--- src/rtl/seven_seg_capture_pkg.sv ---
// Shared constants for the seven-segment capture path: the segment decode
// table (active-high {g,f,e,d,c,b,a}) and the capture FSM state encoding.
package seven_seg_capture_pkg;

  typedef enum logic {
    ST_WAIT = 1'b0,
    ST_HELD = 1'b1
  } cap_state_t;

  // Entry n is the segment pattern that displays hex digit n.
  localparam logic [15:0][6:0] SEG_TABLE = {
    7'h71, 7'h79, 7'h5E, 7'h39, 7'h7C, 7'h77, 7'h6F, 7'h7F,
    7'h07, 7'h7D, 7'h6D, 7'h66, 7'h4F, 7'h5B, 7'h06, 7'h3F
  };

endpackage

--- src/rtl/seven_seg_capture_pattern_decode.sv ---
// Combinational segment-pattern to nibble decoder; unknown patterns give
// nibble 0 with err set.
module seven_seg_pattern_decode
  import seven_seg_capture_pkg::*;
(
  input  logic [6:0] seg,
  output logic [3:0] nibble,
  output logic       err
);

  always_comb begin
    nibble = 4'h0;
    err    = 1'b1;
    for (int i = 0; i < 16; i++) begin
      if (seg == SEG_TABLE[i]) begin
        nibble = 4'(i);
        err    = 1'b0;
      end
    end
  end

endmodule

--- src/rtl/seven_seg_capture.sv ---
// Samples a multiplexed seven-segment bus, debounces each digit strobe and
// assembles the decoded digits into frames for a downstream consumer.
module seven_seg_capture
  import seven_seg_capture_pkg::*;
#(
  parameter int NUM_DIGITS    = 4,
  parameter int STABLE_CYCLES = 8
) (
  input  logic                    clk,
  input  logic                    reset,
  input  logic [6:0]              seg,
  input  logic [NUM_DIGITS-1:0]   dig_sel,
  input  logic                    out_ready,
  output logic                    out_valid,
  output logic [4*NUM_DIGITS-1:0] out_digits,
  output logic [NUM_DIGITS-1:0]   out_err,
  output logic                    busy
);

  localparam int CW = $clog2(STABLE_CYCLES + 1);

  logic [6:0]              seg_s1, seg_s2, seg_prev;
  logic [NUM_DIGITS-1:0]   sel_s1, sel_s2, sel_prev;
  logic [CW-1:0]           cnt;
  cap_state_t              state;
  logic [4*NUM_DIGITS-1:0] slot_digit;
  logic [NUM_DIGITS-1:0]   slot_err;
  logic [NUM_DIGITS-1:0]   seen;

  logic [3:0]    dec_nibble;
  logic          dec_err;
  logic          same;
  logic          sel_onehot;
  logic [CW-1:0] cnt_next;
  logic          capture;
  logic          load;

  seven_seg_pattern_decode u_decode (
    .seg    (seg_s2),
    .nibble (dec_nibble),
    .err    (dec_err)
  );

  always_comb begin
    same       = (seg_s2 == seg_prev) && (sel_s2 == sel_prev);
    sel_onehot = (sel_s2 != '0) && ((sel_s2 & (sel_s2 - 1'b1)) == '0);
    cnt_next   = (cnt == CW'(STABLE_CYCLES)) ? cnt : CW'(cnt + 1'b1);
    // Capture fires once, on the sample that completes the stable run.
    capture    = same && (state == ST_WAIT) && (cnt_next == CW'(STABLE_CYCLES))
                 && sel_onehot;
    // Handshake: a frame transfers on any cycle with out_valid & out_ready;
    // the output register may reload in that same cycle.
    load       = (&seen) && (!out_valid || out_ready);
  end

  always_ff @(posedge clk) begin
    if (reset) begin
      seg_s1     <= '0;
      seg_s2     <= '0;
      seg_prev   <= '0;
      sel_s1     <= '0;
      sel_s2     <= '0;
      sel_prev   <= '0;
      cnt        <= '0;
      state      <= ST_WAIT;
      slot_digit <= '0;
      slot_err   <= '0;
      seen       <= '0;
      out_valid  <= 1'b0;
      out_digits <= '0;
      out_err    <= '0;
    end else begin
      seg_s1   <= seg;
      seg_s2   <= seg_s1;
      seg_prev <= seg_s2;
      sel_s1   <= dig_sel;
      sel_s2   <= sel_s1;
      sel_prev <= sel_s2;

      if (!same) begin
        cnt   <= CW'(1);
        state <= ST_WAIT;
      end else begin
        cnt <= cnt_next;
        if (capture) state <= ST_HELD;
      end

      for (int i = 0; i < NUM_DIGITS; i++) begin
        if (capture && sel_s2[i]) begin
          slot_digit[4*i +: 4] <= dec_nibble;
          slot_err[i]          <= dec_err;
        end
      end

      // A capture landing on the load cycle starts the next frame.
      if (load) seen <= capture ? sel_s2 : '0;
      else if (capture) seen <= seen | sel_s2;

      if (load) begin
        out_digits <= slot_digit;
        out_err    <= slot_err;
        out_valid  <= 1'b1;
      end else if (out_ready) begin
        out_valid <= 1'b0;
      end
    end
  end

  assign busy = (seen != '0);

endmodule

--- config.mk ---
export PLATFORM = sky130hd
export DESIGN_NAME = seven_seg_capture
export DESIGN_NICKNAME = d
export VERILOG_FILES = /design/src/rtl/seven_seg_capture_pkg.sv /design/src/rtl/seven_seg_capture_pattern_decode.sv /design/src/rtl/seven_seg_capture.sv
export SDC_FILE = /design/constraint.sdc
export NUM_CORES = 1
export LEC_CHECK = 0
export BUFFER_PORTS_ARGS = -buffer_cell sky130_fd_sc_hd__buf_2
export CAP_MARGIN = 20
export CORE_MARGIN = 2
export CORE_UTILIZATION = 25
export DETAILED_ROUTE_END_ITERATION = 8
export PLACE_DENSITY = 0.52
export SLEW_MARGIN = 30
export SYNTH_ARGS = -nofsm -noshare
export SYNTH_HDL_FRONTEND = slang
export SYNTH_SLANG_ARGS = --single-unit
--- constraint.sdc ---
create_clock -name clk -period 3.1 [get_ports clk]
set_input_delay 0.62 -clock clk [delete_from_list [all_inputs] [get_ports clk]]
set_output_delay 0.62 -clock clk [all_outputs]
set_load 0.02 [all_outputs]
# Word level (Yosys, flattened, before mapping)
# Cells that the tools add are included.
[totals]
reg_bits = 83
input_bits = 14
word_cells = 104
[op_classes]
n_addsub = 2
eq_ne = 20
n_mux = 38
bitwise = 4
n_reduce_logical = 19
[op_table]
columns = ["op", "count"]
rows = [
  ["equality test 7 bit, second input constant", 12],
  ["2-to-1 mux 4 bit", 12],
  ["2-to-1 mux 1 bit", 20],
  ["equality test 7 x 3 -> 1 bit, second input constant", 2],
  ["equality test 7 x 6 -> 1 bit, second input constant", 2],
  ["2-to-1 mux 3 bit", 4],
  ["logical AND 1 bit", 10],
  ["equality test 4 bit, second input constant", 2],
  ["nonzero test 4 bit", 2],
  ["equality test 7 bit", 1],
  ["adder 4 x 1 -> 4 bit, second input constant", 1],
  ["AND 4 bit", 1],
  ["equality test 4 bit", 1],
  ["logical NOT 4 bit", 1],
  ["2-to-1 mux 2 bit", 2],
  ["bitwise OR 4 bit", 1],
  ["AND reduction 4 bit", 1],
  ["nonzero test 2 bit", 2],
  ["subtractor 4 x 1 -> 4 bit, second input constant", 1],
  ["NOT 1 bit", 2],
  ["OR reduction 2 bit", 1],
  ["logical NOT 1 bit", 1],
  ["logical OR 1 bit", 1],
]

# Logic depth before layout (Yosys ltp)
[logic_depth]
ltp_word = 17
depth_mapped = 8
mapped_depth_nobuf = 7

# By module
# Synthesis repeated with hierarchy kept, for this count alone.
[unflattened]
cells_unflattened = 381
area_unflattened_um2 = 3494.6
[by_module_without_submodules]
columns = ["mod", "n_inst", "cells_each", "area_per_inst_um2", "seq_area_each_um2"]
rows = [
  ["seven_seg_capture", 1, 325, 3129.3, 1661.6],
  ["seven_seg_pattern_decode", 1, 56, 365.4, 0.0],
]

# Worst setup path before layout
# OpenSTA, ideal clock, no wires.
[synth_timing]
path_kind = "register to register"
start = "reg cnt[0]"
end = "reg slot_digit[13]"
t_arrival_ns = 1.645
path_slack_ns = 1.321
stages_incl_launch_ff = 6
period_less_slack_ns = 1.779
cell_sequence = "dfxtp_1 -> inv_1 -> ha_1 -> nor4_4 -> nand4_4 -> mux2i_1"
[synth_via]
elab_chain_cells = 6
[synth_rtl]
columns = ["element", "line_no", "source"]
rows = [
  ["start: declaration", "seven_seg_capture.sv:24", "logic [CW-1:0] cnt;"],
  ["start signal: assignment", "seven_seg_capture.sv:84", "cnt <= cnt_next;"],
  ["adder 4 x 1 -> 4 bit / equality test 4 bit (equally long branches)", "seven_seg_capture.sv:47", "cnt_next = (cnt == CW'(STABLE_CYCLES)) ? cnt : CW'(cnt + 1'b1);"],
  ["2-to-1 mux 4 bit *", "seven_seg_capture.sv:47", ""],
  ["named net cnt_next[1]", "seven_seg_capture.sv:34", "logic [CW-1:0] cnt_next;"],
  ["equality test 4 bit *", "seven_seg_capture.sv:49", "capture = same && (state == ST_WAIT) && (cnt_next == CW'(STABLE_CYCLES))"],
  ["logical AND 1 bit *", "seven_seg_capture.sv:49", ""],
  ["logical AND 1 bit *", "seven_seg_capture.sv:50", "&& sel_onehot;"],
  ["logical AND 1 bit *", "seven_seg_capture.sv:89", "if (capture && sel_s2[i]) begin"],
  ["end signal: indexed assignment", "seven_seg_capture.sv:90", "slot_digit[4*i +: 4] <= dec_nibble;"],
  ["end: declaration", "seven_seg_capture.sv:26", "logic [4*NUM_DIGITS-1:0] slot_digit;"],
]
# Mark *: on every way through the listed nets, which the timed path passes. The rest lies on a longest branch.
# A chain may end at the register's enable or synchronous reset.

# Worst setup path after layout
[layout_timing]
start = "reg seg_s2[5]"
end = "reg slot_digit[5]"
[layout_via]
elab_chain_cells = 15
[layout_rtl]
columns = ["element", "line_no", "source"]
rows = [
  ["start: declaration", "seven_seg_capture.sv:22", "logic [6:0] seg_s1, seg_s2, seg_prev;"],
  ["start signal: assignment", "seven_seg_capture.sv:74", "seg_s2 <= seg_s1;"],
  ["equality test 7 bit", "seven_seg_capture_pattern_decode.sv:15", "if (seg == SEG_TABLE[i]) begin"],
  ["2-to-1 mux 2 bit (2 in series)", "seven_seg_capture_pattern_decode.sv:15", ""],
  ["2-to-1 mux 3 bit (4 in series)", "seven_seg_capture_pattern_decode.sv:15", ""],
  ["2-to-1 mux 4 bit (8 in series)", "seven_seg_capture_pattern_decode.sv:15", ""],
]
# Parallel ways exist; a longest one is shown, timed or not.

==> results.cfg <==
[global_routing]
grt-ovfl-total = 0
grt_pass1_wl_mm = 10.6
grtUsageMet3_pct = 3.74
grt_start_max_net_pins = 34
grt_busiest_layer = met2
track_usage_pct = 9.39
met2_usage_pct = 13.9
antenna_found_initial = 0
grt_pass1_vias = 2233
grt_util_met1_pct = 12.2

[power]
intPower_mw = 1.75
combPwrFrac_pct = 3.7
netSwitchingPower_mw = 0.505
p_sw_share_pct = 22.4
p_per_area_mw_per_mm2 = 580
p_leak_nw = 1.58
power_frac_seq_pct = 49.1
peakVddDrop_v = 0.000283
p_clk_share_pct = 47.2
finalPower_mw = 2.25

[sta]
finalSetupViolCount = 0
tns_ns = 0
finalHoldViolCount = 0
fmax_ghz = 0.458
skew_ns = 0.00692
setup_slack_ns = 0.915
hold_ws_ns = 0.437
tightest_slew_ns = 0.879
min_period_over_period_pct = 70.5
min_period_ns = 2.19
slew_headroom_pct = 41.4
slew_viol_final = 0
rsz0062_at_grt = false

[setup_path]
critPathKind = reg -> reg
rrSetupSlack_ns = 0.91
worstPathArrival_ns = 2.39
crit_required_ns = 3.30
crit_path_end_kind = register
cp_slowest_cell = dfxtp_1
path_cells = xor2_1 -> nor4_2 -> and4bb_1 -> nand4_4 -> mux2i_1
cp-start-kind = register
cp_max_fo = 16
slowest_delay_ns = 0.66

[floorplanning]
row_count = 42
core_area_sq_mm = 0.0131
start_util_pct = 25.4
die-height_microns = 119
dieArea_sq_mm = 0.0142
die_w_microns = 119
io_pins = 36

[logic_synthesis]
synth_ff_type = dfxtp_1
synthArstFlopShare_pct = 0
ys_seq_area_share_pct = 50.1
synth.distinct_cells = 46
synth_area_per_cell_sq_um = 9.43
synthesis.area_sq_mm = 0.00332
synth-seq-cells = 83
synthTopCellsByArea = dfxtp_1, nand2_1, nor2b_1, mux2i_1, a21oi_1
synth_largest_area_cell = dfxtp_1
synth_edf_count = 0
yosysWarningCount = 0
synth_top_area_share_pct = 50.1
synth_nets = 368
netlist_instances = 352

[clock_tree]
htree_levels = 3
postCtsResizedCells = 0
cts.reportedPaths.clkPinSlew_ns = 0.06
ctsHoldBuffers = 0
clock-root-buffer = clkbuf_16
clk_path_buf_depth = 2
postCtsSetupRepairBufs = 0
worst_skew_pair.late_latency_ns = 0.34
cts_num_sinks = 83
cts_buffers = 9
cts_tree = done

[placed_design]
dp_slack_ns = 0.923
hpwl_mm = 4.28
place_inst = 538
placement.io_buffers = 35
placed_area_sq_mm = 0.00358
routabilityCongestion = 0.743

[finish]
syn_to_final_growth_pct = 17.0
final_util_pct = 29.7
layout.cells.non_filler = 554
antenna_cells = 0
design_area_sq_mm = 0.00388
drive_gt1_share_pct = 16.7
nets = 389

[job]
maxCapViolations = 0

[detailed_routing]
ant_nets = 0
firstDrtPassIters = 5
vias = 2386
drc = 0
vias_per_cell = 4.31
wl_per_cell_microns = 11.3
totalWireLength_mm = 6.28
drtIter0Drc = 138

[run_status]
outcome = finished clean

[worst_hold_path]
worst_hold_path_type = reg -> reg
Yosys cell counts (3+ instances only):
library cell / instances
nor3_1: 5
nand2b_1: 5
xor2_1: 8
mux2i_1: 20
nor4_1: 3
buf_6: 5
nand4_1: 7
xnor2_1: 7
dfxtp_1: 83
inv_1: 6
and2_1: 3
nand2_1: 72
buf_2: 6
o21ai_0: 4
a21oi_1: 27
nand3_1: 3
clkbuf_1: 15
nor2b_1: 33
nor2_1: 6
critical path: cells and delay by family, from the launching register on:
family | cells | cell delay (ns)
xor+xnor | 1 | 0.15
simple gates | 3 | 1.06
flops | 1 | 0.66
mux | 1 | 0.17
cells by family after synthesis:
logic type | Yosys count | synth area share, %
compound gates | 42 | 7.35
xor+xnor | 15 | 3.96
fa+ha+maj | 2 | 0.754
buf+inv | 33 | 5.09
flops | 83 | 50.1
mux | 20 | 6.03
simple gates | 157 | 26.8
placed cells by master (no fill, tap or decap), drive strengths merged, types with 2 or more instances in the layout:
cell type,count
dfxtp,83
nand2,72
buf,37
nor2b,33
a21oi,27
mux2i,20
clkbuf,9
nand4,9
xor2,8
xnor2,7
inv,7
nor2,6
nand2b,5
nor3,5
o21ai,5
nand3,5
nor4,5
and2,3
clkinv,3
or4,2
nor4b,2
a31oi,2
o211ai,2
ha,2
clkinvlp,2
or3,2
or4b,2
metal layers:
metal	wire length, microns	share of wire, %	up-vias
li1	-	-	1219
met1	3070	49	1106
met2	2800	45	49
met3	302	4.8	12
met4	109	1.7	0
met5	0	0	-
final cells by class:
class	instances	area (sq um)
multi-input combinational	236	1490
inverter	6	22.5
timing repair buffer	37	190
fill	1366	9200
tap	176	220
clock buffer	9	225
clock inverter	7	76.3
sequential	83	1660
power groups by stage:
stage,registers (mW),logic [mW],clock network (mW)
floorplan,1.12,0.0840,0
global placement,1.13,0.0828,0
detailed placement,1.13,0.0848,0
CTS,1.11,0.0850,1.09
global route,1.11,0.0936,1.14
finish,1.11,0.0834,1.06
final timing paths:
| check | startpoint | endpoint | cells after the start |
|---|---|---|---|
| max reg2reg | seg_s2[5] | slot_digit[5] | 5 |
| min | seg_s1[1] | seg_s2[1] | 1 |
| min reg2reg | seg_s1[1] | seg_s2[1] | 1 |
| max | seg_s2[5] | slot_digit[5] | 5 |
state kept, by name, summed over array words and instances, names as in the netlist, 7 cells and up:
name and count:
out_digits 16, slot_digit 16, seg_s2 7, seg_prev 7, seg_s1 7
Power figures use the tool's default switching activity.
